### src/rtl/muldiv_pkg.sv
// muldiv_pkg: op and state encodings plus width-generic
// two's-complement helpers for the iterative mul/div unit.
package muldiv_pkg;

  localparam int MAXW = 128;
  typedef logic [MAXW-1:0] word_t;

  localparam logic [1:0] OP_MULT  = 2'b00;
  localparam logic [1:0] OP_MULTU = 2'b01;
  localparam logic [1:0] OP_DIV   = 2'b10;
  localparam logic [1:0] OP_DIVU  = 2'b11;

  typedef enum logic [1:0] {
    S_IDLE,
    S_RUN,
    S_FIX,
    S_FIN
  } state_e;

  // Callers zero-extend a w-bit value into word_t and keep the
  // low w bits of the result.
  function automatic word_t neg(input word_t x);
    return ~x + word_t'(1);
  endfunction

  function automatic word_t abs_w(input word_t x,
                                  input int unsigned w);
    return x[w-1] ? neg(x) : x;
  endfunction

endpackage

### src/rtl/muldiv_unit.sv
// muldiv_unit: iterative MULT/MULTU/DIV/DIVU, WIDTH cycles + FIX.
// Ports: clk, reset (sync, high), start/op/a/b in; busy/done/div_zero/hi/lo out.
module muldiv_unit
  import muldiv_pkg::*;
#(
  parameter int WIDTH = 32
) (
  input  logic             clk,
  input  logic             reset,
  input  logic             start,
  input  logic [1:0]       op,
  input  logic [WIDTH-1:0] a,
  input  logic [WIDTH-1:0] b,
  output logic             busy,
  output logic             done,
  output logic             div_zero,
  output logic [WIDTH-1:0] hi,
  output logic [WIDTH-1:0] lo
);

  localparam int AW = 2 * WIDTH + 1;
  localparam int CW = $clog2(WIDTH + 1);

  state_e            state_q;
  logic [1:0]        op_q;
  logic [CW-1:0]     cnt_q;
  logic [AW-1:0]     acc_q;
  logic [WIDTH-1:0]  opnd_q;
  logic              sa_q;
  logic              sb_q;
  logic              busy_q;
  logic              done_q;
  logic              divz_q;
  logic [WIDTH-1:0]  hi_q;
  logic [WIDTH-1:0]  lo_q;

  logic              is_div_in;
  logic              sgn_in;
  logic [WIDTH-1:0]  mag_a;
  logic [WIDTH-1:0]  mag_b;
  logic              run_div;

  always_comb begin
    is_div_in = 1'b0;
    sgn_in    = 1'b0;
    unique case (op)
      OP_MULT:  sgn_in = 1'b1;
      OP_MULTU: sgn_in = 1'b0;
      OP_DIV: begin
        is_div_in = 1'b1;
        sgn_in    = 1'b1;
      end
      OP_DIVU:  is_div_in = 1'b1;
    endcase
  end

  always_comb begin
    mag_a = a;
    mag_b = b;
    if (sgn_in) begin
      mag_a = WIDTH'(abs_w(word_t'(a), WIDTH));
      mag_b = WIDTH'(abs_w(word_t'(b), WIDTH));
    end
  end

  assign run_div = (op_q == OP_DIV) || (op_q == OP_DIVU);

  // Multiply: accumulator high half gains the multiplicand when
  // the LSB of the multiplier (low half) is 1, then shifts right.
  logic [WIDTH:0]  mul_sum;
  logic [AW-1:0]   mul_next;

  assign mul_sum  = acc_q[AW-1:WIDTH] + {1'b0, opnd_q};
  assign mul_next = acc_q[0] ? ({mul_sum, acc_q[WIDTH-1:0]} >> 1)
                             : (acc_q >> 1);

  // Divide: {rem, quo} shifts left; a non-negative trial
  // difference (top bit clear) is kept and sets the quotient LSB.
  logic [AW-1:0]   div_sh;
  logic [WIDTH:0]  div_tr;
  logic [AW-1:0]   div_next;

  assign div_sh   = {acc_q[AW-2:0], 1'b0};
  assign div_tr   = div_sh[AW-1:WIDTH] - {1'b0, opnd_q};
  assign div_next = div_tr[WIDTH] ? div_sh
                  : {div_tr, div_sh[WIDTH-1:1], 1'b1};

  // Sign fix-up; sa_q/sb_q are only ever set for signed ops.
  logic [2*WIDTH-1:0] prod;
  logic [WIDTH-1:0]   quo;
  logic [WIDTH-1:0]   rem;
  logic [WIDTH-1:0]   fix_hi;
  logic [WIDTH-1:0]   fix_lo;

  always_comb begin
    prod = acc_q[2*WIDTH-1:0];
    quo  = acc_q[WIDTH-1:0];
    rem  = acc_q[2*WIDTH-1:WIDTH];
    if (sa_q ^ sb_q) begin
      prod = (2*WIDTH)'(neg(word_t'(acc_q[2*WIDTH-1:0])));
      quo  = WIDTH'(neg(word_t'(acc_q[WIDTH-1:0])));
    end
    if (sa_q) begin
      rem = WIDTH'(neg(word_t'(acc_q[2*WIDTH-1:WIDTH])));
    end
    fix_hi = run_div ? rem : prod[2*WIDTH-1:WIDTH];
    fix_lo = run_div ? quo : prod[WIDTH-1:0];
  end

  always_ff @(posedge clk) begin
    if (reset) begin
      state_q <= S_IDLE;
      op_q    <= OP_MULT;
      cnt_q   <= '0;
      acc_q   <= '0;
      opnd_q  <= '0;
      sa_q    <= 1'b0;
      sb_q    <= 1'b0;
      busy_q  <= 1'b0;
      done_q  <= 1'b0;
      divz_q  <= 1'b0;
      hi_q    <= '0;
      lo_q    <= '0;
    end else begin
      done_q <= 1'b0;
      divz_q <= 1'b0;
      unique case (state_q)
        S_IDLE, S_FIN: begin
          state_q <= S_IDLE;
          if (start) begin
            op_q   <= op;
            sa_q   <= sgn_in & a[WIDTH-1];
            sb_q   <= sgn_in & b[WIDTH-1];
            cnt_q  <= CW'(WIDTH);
            acc_q  <= {{(WIDTH+1){1'b0}},
                       (is_div_in ? mag_a : mag_b)};
            opnd_q <= is_div_in ? mag_b : mag_a;
            if (is_div_in && (b == '0)) begin
              state_q <= S_FIN;
              done_q  <= 1'b1;
              divz_q  <= 1'b1;
            end else begin
              state_q <= S_RUN;
              busy_q  <= 1'b1;
            end
          end
        end
        S_RUN: begin
          acc_q <= run_div ? div_next : mul_next;
          cnt_q <= cnt_q - CW'(1);
          if (cnt_q == CW'(1)) begin
            state_q <= S_FIX;
          end
        end
        S_FIX: begin
          hi_q    <= fix_hi;
          lo_q    <= fix_lo;
          busy_q  <= 1'b0;
          done_q  <= 1'b1;
          state_q <= S_FIN;
        end
        default: state_q <= S_IDLE;
      endcase
    end
  end

  assign busy     = busy_q;
  assign done     = done_q;
  assign div_zero = divz_q;
  assign hi       = hi_q;
  assign lo       = lo_q;

endmodule

### config.mk
export PLATFORM = sky130hd
export DESIGN_NAME = muldiv_unit
export DESIGN_NICKNAME = d
export VERILOG_FILES = /design/src/rtl/muldiv_pkg.sv /design/src/rtl/muldiv_unit.sv
export SDC_FILE = /design/constraint.sdc
export NUM_CORES = 1
export LEC_CHECK = 0
export CELL_PAD_IN_SITES_DETAIL_PLACEMENT = 0
export CELL_PAD_IN_SITES_GLOBAL_PLACEMENT = 2
export CORE_UTILIZATION = 31
export DETAILED_ROUTE_END_ITERATION = 8
export GPL_ROUTABILITY_DRIVEN = 1
export MAX_ROUTING_LAYER = met4
export PLACE_DENSITY_LB_ADDON = 0.08
export SLEW_MARGIN = 20
export SYNTH_ARGS = -nofsm -noshare
export SYNTH_HDL_FRONTEND = slang
export SYNTH_SLANG_ARGS = --single-unit
### constraint.sdc
create_clock -name clk -period 3.9 [get_ports clk]
set_input_delay 0.975 -clock clk [delete_from_list [all_inputs] [get_ports clk]]
set_output_delay 0.975 -clock clk [all_outputs]
set_load 0.01 [all_outputs]
After elaboration in Yosys (flattened, before gate mapping):

Cells that the tools add are included.

* register bits: 176

* reductions and logical operators: 14
* bitwise logic cells: 9
* add/subtract/negate cells: 8
* muxes and demuxes: 30
* eq/ne operators: 11

Operator list (count)
* $mux 32: 10
* $mux 65: 3
* $pmux 65 s2: 1
* $add 32x1->32 const B: 4
* $mux 64: 2
* $not 32->32: 4
* $add 64x1->64 const B: 1
* $not 64->64: 1
* $add 33x32->33: 1
* $sub 33x32->33: 1
* $logic_not 32->1: 1
* $eq 2x2->1 const B: 6
* $pmux 6 s2: 1
* $reduce_or 2->1: 4
* $eq 6x1->1 const B: 1
* $mux 1: 6
* $mux 2: 3
* $mux 6: 1
* $ne 2x2->1 const B: 3
* $pmux 2 s3: 1
* $sub 6x1->6 const B: 1
* $logic_not 2->1: 2
* $pmux 1 s2: 2
* $reduce_and 2->1: 2
* 8 further kinds: 10

Longest topological paths before layout:

* word-level depth: 7
* mapped depth: 21
* gate-level depth less buffers: 19

Worst setup path after synthesis:

Ideal clock, no wire load.

* path kind: register to register
* from: register opnd_q[7]
* to: register acc_q[51]
* path buffers: 2
* slack: 127 ps
* arrival: 3656 ps
* cell stages (with the launch flop): 18
* library setup time: 117 ps
* cells stage by stage: dfxtp_1 inv_1 ha_1 a21o_1 nand2b_1 o21ai_0 nand3b_1 a211oi_1 o31ai_1 a21oi_1 o21bai_1 a21o_1 ha_1 clkbuf_1 buf_1 mux2i_1 mux2i_1 a22o_1

* cells in the longest elaborated chain, start to end: 4
* elaborated cells on any way between the ends: 6

RTL lines
* start, declared: RTL line muldiv_unit.sv:28 `logic [WIDTH-1:0] opnd_q;`
* start signal, assigned: RTL line muldiv_unit.sv:137 `opnd_q <= is_div_in ? mag_b : mag_a;`
* $add 33x32->33 or $sub 33x32->33 (tied branches): RTL line muldiv_unit.sv:73, muldiv_unit.sv:84
* $mux 64 or $mux 65 (tied branches): RTL line muldiv_unit.sv:74, muldiv_unit.sv:85
* $mux 65 (*): RTL line muldiv_unit.sv:149 `acc_q <= run_div ? div_next : mul_next;`
* $pmux 65 s2 (*): RTL line muldiv_unit.sv:127 `unique case (state_q)`
* end signal, assigned: RTL line muldiv_unit.sv:135 `acc_q <= {{(WIDTH+1){1'b0}},`
* end signal, assigned: RTL line muldiv_unit.sv:149
* end, declared: RTL line muldiv_unit.sv:27 `logic [AW-1:0] acc_q;`

Every way passes the cells marked *; elsewhere a longest branch is shown, timed or not.
A chain may end at the register's enable or synchronous reset.

Worst setup path after layout:

* from: input port b[13]
* to: register done_q (netlist: done)

* cells in the longest elaborated chain, start to end: 5

RTL lines
* start, declared: RTL line muldiv_unit.sv:13 `input logic [WIDTH-1:0] b,`
* $logic_not 32->1: RTL line muldiv_unit.sv:138 `if (is_div_in && (b == '0)) begin`
* $logic_and 1x1->1: RTL line muldiv_unit.sv:138
* $mux 1: RTL line muldiv_unit.sv:138
* $mux 1: RTL line muldiv_unit.sv:130 `if (start) begin`
* $pmux 1 s2: RTL line muldiv_unit.sv:127
* end signal, assigned: RTL line muldiv_unit.sv:120 `done_q <= 1'b0;`
* end signal, assigned: RTL line muldiv_unit.sv:125 `done_q <= 1'b0;`
* end signal, assigned: RTL line muldiv_unit.sv:140 `done_q <= 1'b1;`
* end, declared: RTL line muldiv_unit.sv:32 `logic done_q;`

Every way passes these cells.

==> results.md <==
Floorplanning:
- The initial utilization of the core area, before any placement, comes to 31.70%.
- The number of cell rows is 78.
- The I/O pin count is 136.
- The core area is 0.04567 mm².
- Measured along the x axis, the die boundary spans roughly 220 µm.
- The vertical die dimension is approximately 220 µm.
- The die area is 0.04757 mm².

Worst setup path:
- The startpoint identified for the worst register-to-register timing path is acc_q[33].
- STA puts the critical path data arrival time at roughly 4.1 ns.
- In this run the critical register-to-register path is captured at acc_q[63].
- The reg-to-reg setup timing slack is 0.27 ns.
- The launch point of the worst path is b[13].
- Measured in cells, the most critical reg-to-reg path has a length of 13.
- The worst setup path is of the in -> reg kind.
- The maximum fanout encountered on the critical timing path is 4.
- The startpoint type of the worst setup path is an input port.
- The endpoint class of the critical path is a flop.
- STA puts the critical path data required time at 4.28 ns.
- The worst setup path endpoint is done.

Global route:
- Summed over all layers, the global routing overflow is 0.
- The combined global-route utilization of all metal layers is 25.73%.
- The first global-routing pass estimated 88730 µm of wire.
- The via count of the first global-routing pass came to 14270.
- The initial antenna violation count was 1.
- The largest net degree at the start of global routing is 90.

CTS:
- For this design, the sink count on the clock tree is 175.
- The clock root buffer is sky130_fd_sc_hd__clkbuf_16.
- The clock transition time at the flip-flop clock pins of the worst setup and hold paths is 0.08 ns.
- Clock latency on the worst-skew pair, taken at its later pin, is 0.50 ns.
- The hold buffer count at cts is 0.
- TritonCTS built the clock tree.
- The H-tree depth is 4.
- The number of setup buffers added after CTS is 0.
- The number of clock buffers added by TritonCTS is 17.
- The longest clock path from root to sink contains 2 buffers.

Power:
- The total leakage power is 7.211 nW.
- VDD sags by at most 359.0 µV.
- The power density over the cells is 603.0 mW/mm².
- The design draws 11.04 mW.

Synthesis:
- The most repeated cell in the gate-level netlist after synthesis is sky130_fd_sc_hd__nor2_1.
- The area fraction of the dominant cell type after synthesis is roughly a quarter.
- The post-synthesis cell type with the largest combined area is sky130_fd_sc_hd__dfxtp_1.
- The number of standard cells after synthesis is roughly 2000.
- The flop and latch count out of synthesis is 175.
- Each instance of the synthesized netlist takes up on average 7.360 µm².
- The most used flip-flop cell after synthesis is sky130_fd_sc_hd__dfxtp_1.
- The mapped netlist covers 0.01448 mm².
- During synthesis, Yosys emitted a total of 0 warnings.
- By count the netlist is led by 278 x sky130_fd_sc_hd__nor2_1, 177 x sky130_fd_sc_hd__a21oi_1, 175 x sky130_fd_sc_hd__dfxtp_1, 146 x sky130_fd_sc_hd__nand2_1, 125 x sky130_fd_sc_hd__o21ai_0.
- Yosys attributes the largest share of cell area to sky130_fd_sc_hd__dfxtp_1 24%, sky130_fd_sc_hd__nor2_1 7.2%, sky130_fd_sc_hd__ha_1 6.3%, sky130_fd_sc_hd__a21oi_1 6.1%, sky130_fd_sc_hd__a211oi_1 5.9%.
- The proportion of synthesized flip-flops having asynchronous set or reset is 0%.
- The number of different library cells used by synthesis comes to 76.
- The net count after synthesis is 2111.
- After synthesis, flip-flops and latches occupy 24.20% of the total area.
- The number of flops mapped to enable cells by yosys is 0.

Drt:
- Using the TritonRoute via totals, the vias-per-cell ratio works out to 5.373.
- The first detailed-routing pass ran for 5 iterations.
- The post-detailed-route DRC marker count is 0.
- The detail route stage leaves a number of antenna-violating nets equal to 0.
- The total wire length is ~60000 µm.
- The vias after detailed routing is 15050.
- Dividing the detail-routed wire length by the instance count gives between 20 and 25 µm.
- For this block, the initial DRC count from the detailed router was around 900.

Timing:
- Setup repair after global routing left no endpoint under its margin.
- For the final routed database, the setup TNS stands at 0 ns.
- The number of failing setup endpoints in the final timing report is 0.
- The highest achievable clock rate is 0.2725 GHz.
- The worst pin sits at a relative slew slack of around 28%.
- The number of hold violations in the final report came to 0.
- On the final layout, the worst clock skew is 0.01531 ns.
- The number of max-slew violations in the final report is 0.
- The setup slack of the critical path after layout is approximately 0.23 ns.
- The worst-margin pin slew is roughly 1.1 ns.
- After layout, the worst path uses 94.09% of the clock period.
- The final critical delay including setup and external delays is 3.669 ns.

Outcome:
- The flow ran to the end, and the final reports show no timing, DRC or antenna violations.

Job:
- The max-capacitance violation count is 0.

Placement:
- The wire-length estimate of the detail-placed layout is 47550 µm.
- Routability-driven placement finished with a final weighted congestion of 0.9066.
- After detailed placement, the total cell area comes to 0.01761 mm².
- The count of port buffers added during placement is 135.
- At the placement stage, the worst setup path has a slack of -0.2500 ns.

Hold path:
- The worst min-delay path class is reg -> reg.

Final layout:
- The area overhead of the layout relative to synthesis is 26.47%.
- Cells fill 40.09% of the core in the end.
- The cell area after layout is 0.01831 mm².
- The count of filler cells inserted in the layout is 4769.
- The share of layout cells above drive strength 1 is 13.60%.
- The final layout net count is 2329.
[area by class of cell]
class	count	area, µm²	area share [%]
Multi-Input combinational cell	1586	10290	56.20
Sequential cell	175	3510	19.17
Timing Repair Buffer	331	2848	15.55
Tap cell	600	750.7	4.100
Clock buffer	18	439.2	2.399
Inverter	74	277.8	1.517
Clock inverter	14	190.2	1.039
Antenna cell	2	5.005	0.02733
[power breakdown]
| part | switching (mW) | internal, mW | total (mW) |
|---|---|---|---|
| sequential | 0.417 | 2.25 | 2.67 |
| combinational | 3.80 | 2.68 | 6.48 |
| clock | 0.941 | 0.946 | 1.89 |
[placed cells by master (no fill, tap or decap), types with 14 or more instances in the layout]
cell type                         instances
sky130_fd_sc_hd__xor2_1                  74
sky130_fd_sc_hd__a211oi_1               111
sky130_fd_sc_hd__o211ai_1                16
sky130_fd_sc_hd__nor3_1                  65
sky130_fd_sc_hd__inv_1                   71
sky130_fd_sc_hd__mux2i_1                 56
sky130_fd_sc_hd__nand2b_1                21
sky130_fd_sc_hd__nand3_1                 22
sky130_fd_sc_hd__clkbuf_16               17
sky130_fd_sc_hd__buf_4                  194
sky130_fd_sc_hd__or3_1                   33
sky130_fd_sc_hd__nand2_1                146
sky130_fd_sc_hd__mux2_2                  30
sky130_fd_sc_hd__nand4_1                 15
sky130_fd_sc_hd__or4_1                   16
sky130_fd_sc_hd__dfxtp_1                172
sky130_fd_sc_hd__clkdlybuf4s50_1        133
sky130_fd_sc_hd__o21ai_0                124
sky130_fd_sc_hd__nor2b_1                 17
sky130_fd_sc_hd__o21a_1                  14
sky130_fd_sc_hd__nor2_1                 277
sky130_fd_sc_hd__a21oi_1                174
sky130_fd_sc_hd__ha_1                    70
sky130_fd_sc_hd__xnor2_1                 95
sky130_fd_sc_hd__o31ai_1                 21
sky130_fd_sc_hd__a21o_1                  21
[flip-flops by register name, indices dropped and copies added (netlist names)]
signal    count
sa_q          1
done          1
cnt_q         6
opnd_q       32
sb_q          1
acc_q        65
state_q       2
op_q          1
lo           32
busy          1
hi           32
div_zero      1
[through the flow]
| stage | hold WS, ns | cells |
|---|---|---|
| 2_1_floorplan | 0.4407 | 1967 |
| 3_3_place_gp | 0.4731 | 2766 |
| 3_5_place_dp | 0.4786 | 2766 |
| 4_1_cts | 0.4890 | 2798 |
| 5_1_grt | 0.5115 | 2798 |
| 6_report | 0.4861 | 2800 |
[critical path: stages]
cell and delay, ns:
sky130_fd_sc_hd__clkdlybuf4s50_1 0.44, sky130_fd_sc_hd__or4_4 0.56, sky130_fd_sc_hd__or4b_4 0.51, sky130_fd_sc_hd__or3_4 0.43, sky130_fd_sc_hd__or4_4 0.52, sky130_fd_sc_hd__buf_4 0.17
sky130_fd_sc_hd__nor2_1 0.08, sky130_fd_sc_hd__nor2_1 0.05, sky130_fd_sc_hd__nor3_1 0.31
[logic make-up after synthesis]
group,synth area share [%]
multiplexers,6.205
AND/OR/NAND/NOR,20.89
buffers and inverters,5.384
adder cells (fa/ha/maj),6.585
XOR/XNOR,10.28
flip-flops,24.20
AO/OA/AOI/OAI,26.45
[repair_timing]
item / 4_1_cts / 5_1_grt
resized for setup: 2 / 14
pin swaps: 0 / 3
gates cloned: 0 / 0
endpoints found under the setup margin: 8 / 33
[worst min path at each step]
| stage | from | endpoint | slack [ns] | depth (start not counted) |
|---|---|---|---|---|
| after floorplan | acc_q[64] | acc_q[64] | 0.44 | 2 |
| after global placement | hi[6] | hi[6] | 0.47 | 2 |
| after detailed placement | lo[29] | lo[29] | 0.48 | 2 |
| after CTS | hi[17] | hi[17] | 0.49 | 2 |
| after global routing | hi[7] | hi[7] | 0.51 | 2 |
| final | lo[29] | lo[29] | 0.49 | 2 |
[routing by layer]
| metal | part of all wire [%] | vias to the layer above | global-route usage (%) |
|---|---|---|---|
| met3 | 5.0 | 70 | 4.718 |
| met2 | 44 | 336 | 38.69 |
| met5 | 0 | - | - |
| met1 | 48 | 7108 | 34.58 |
| li1 | - | 7531 | - |
| met4 | 2.7 | 0 | 8.228 |
Power figures use the tool's default switching activity.
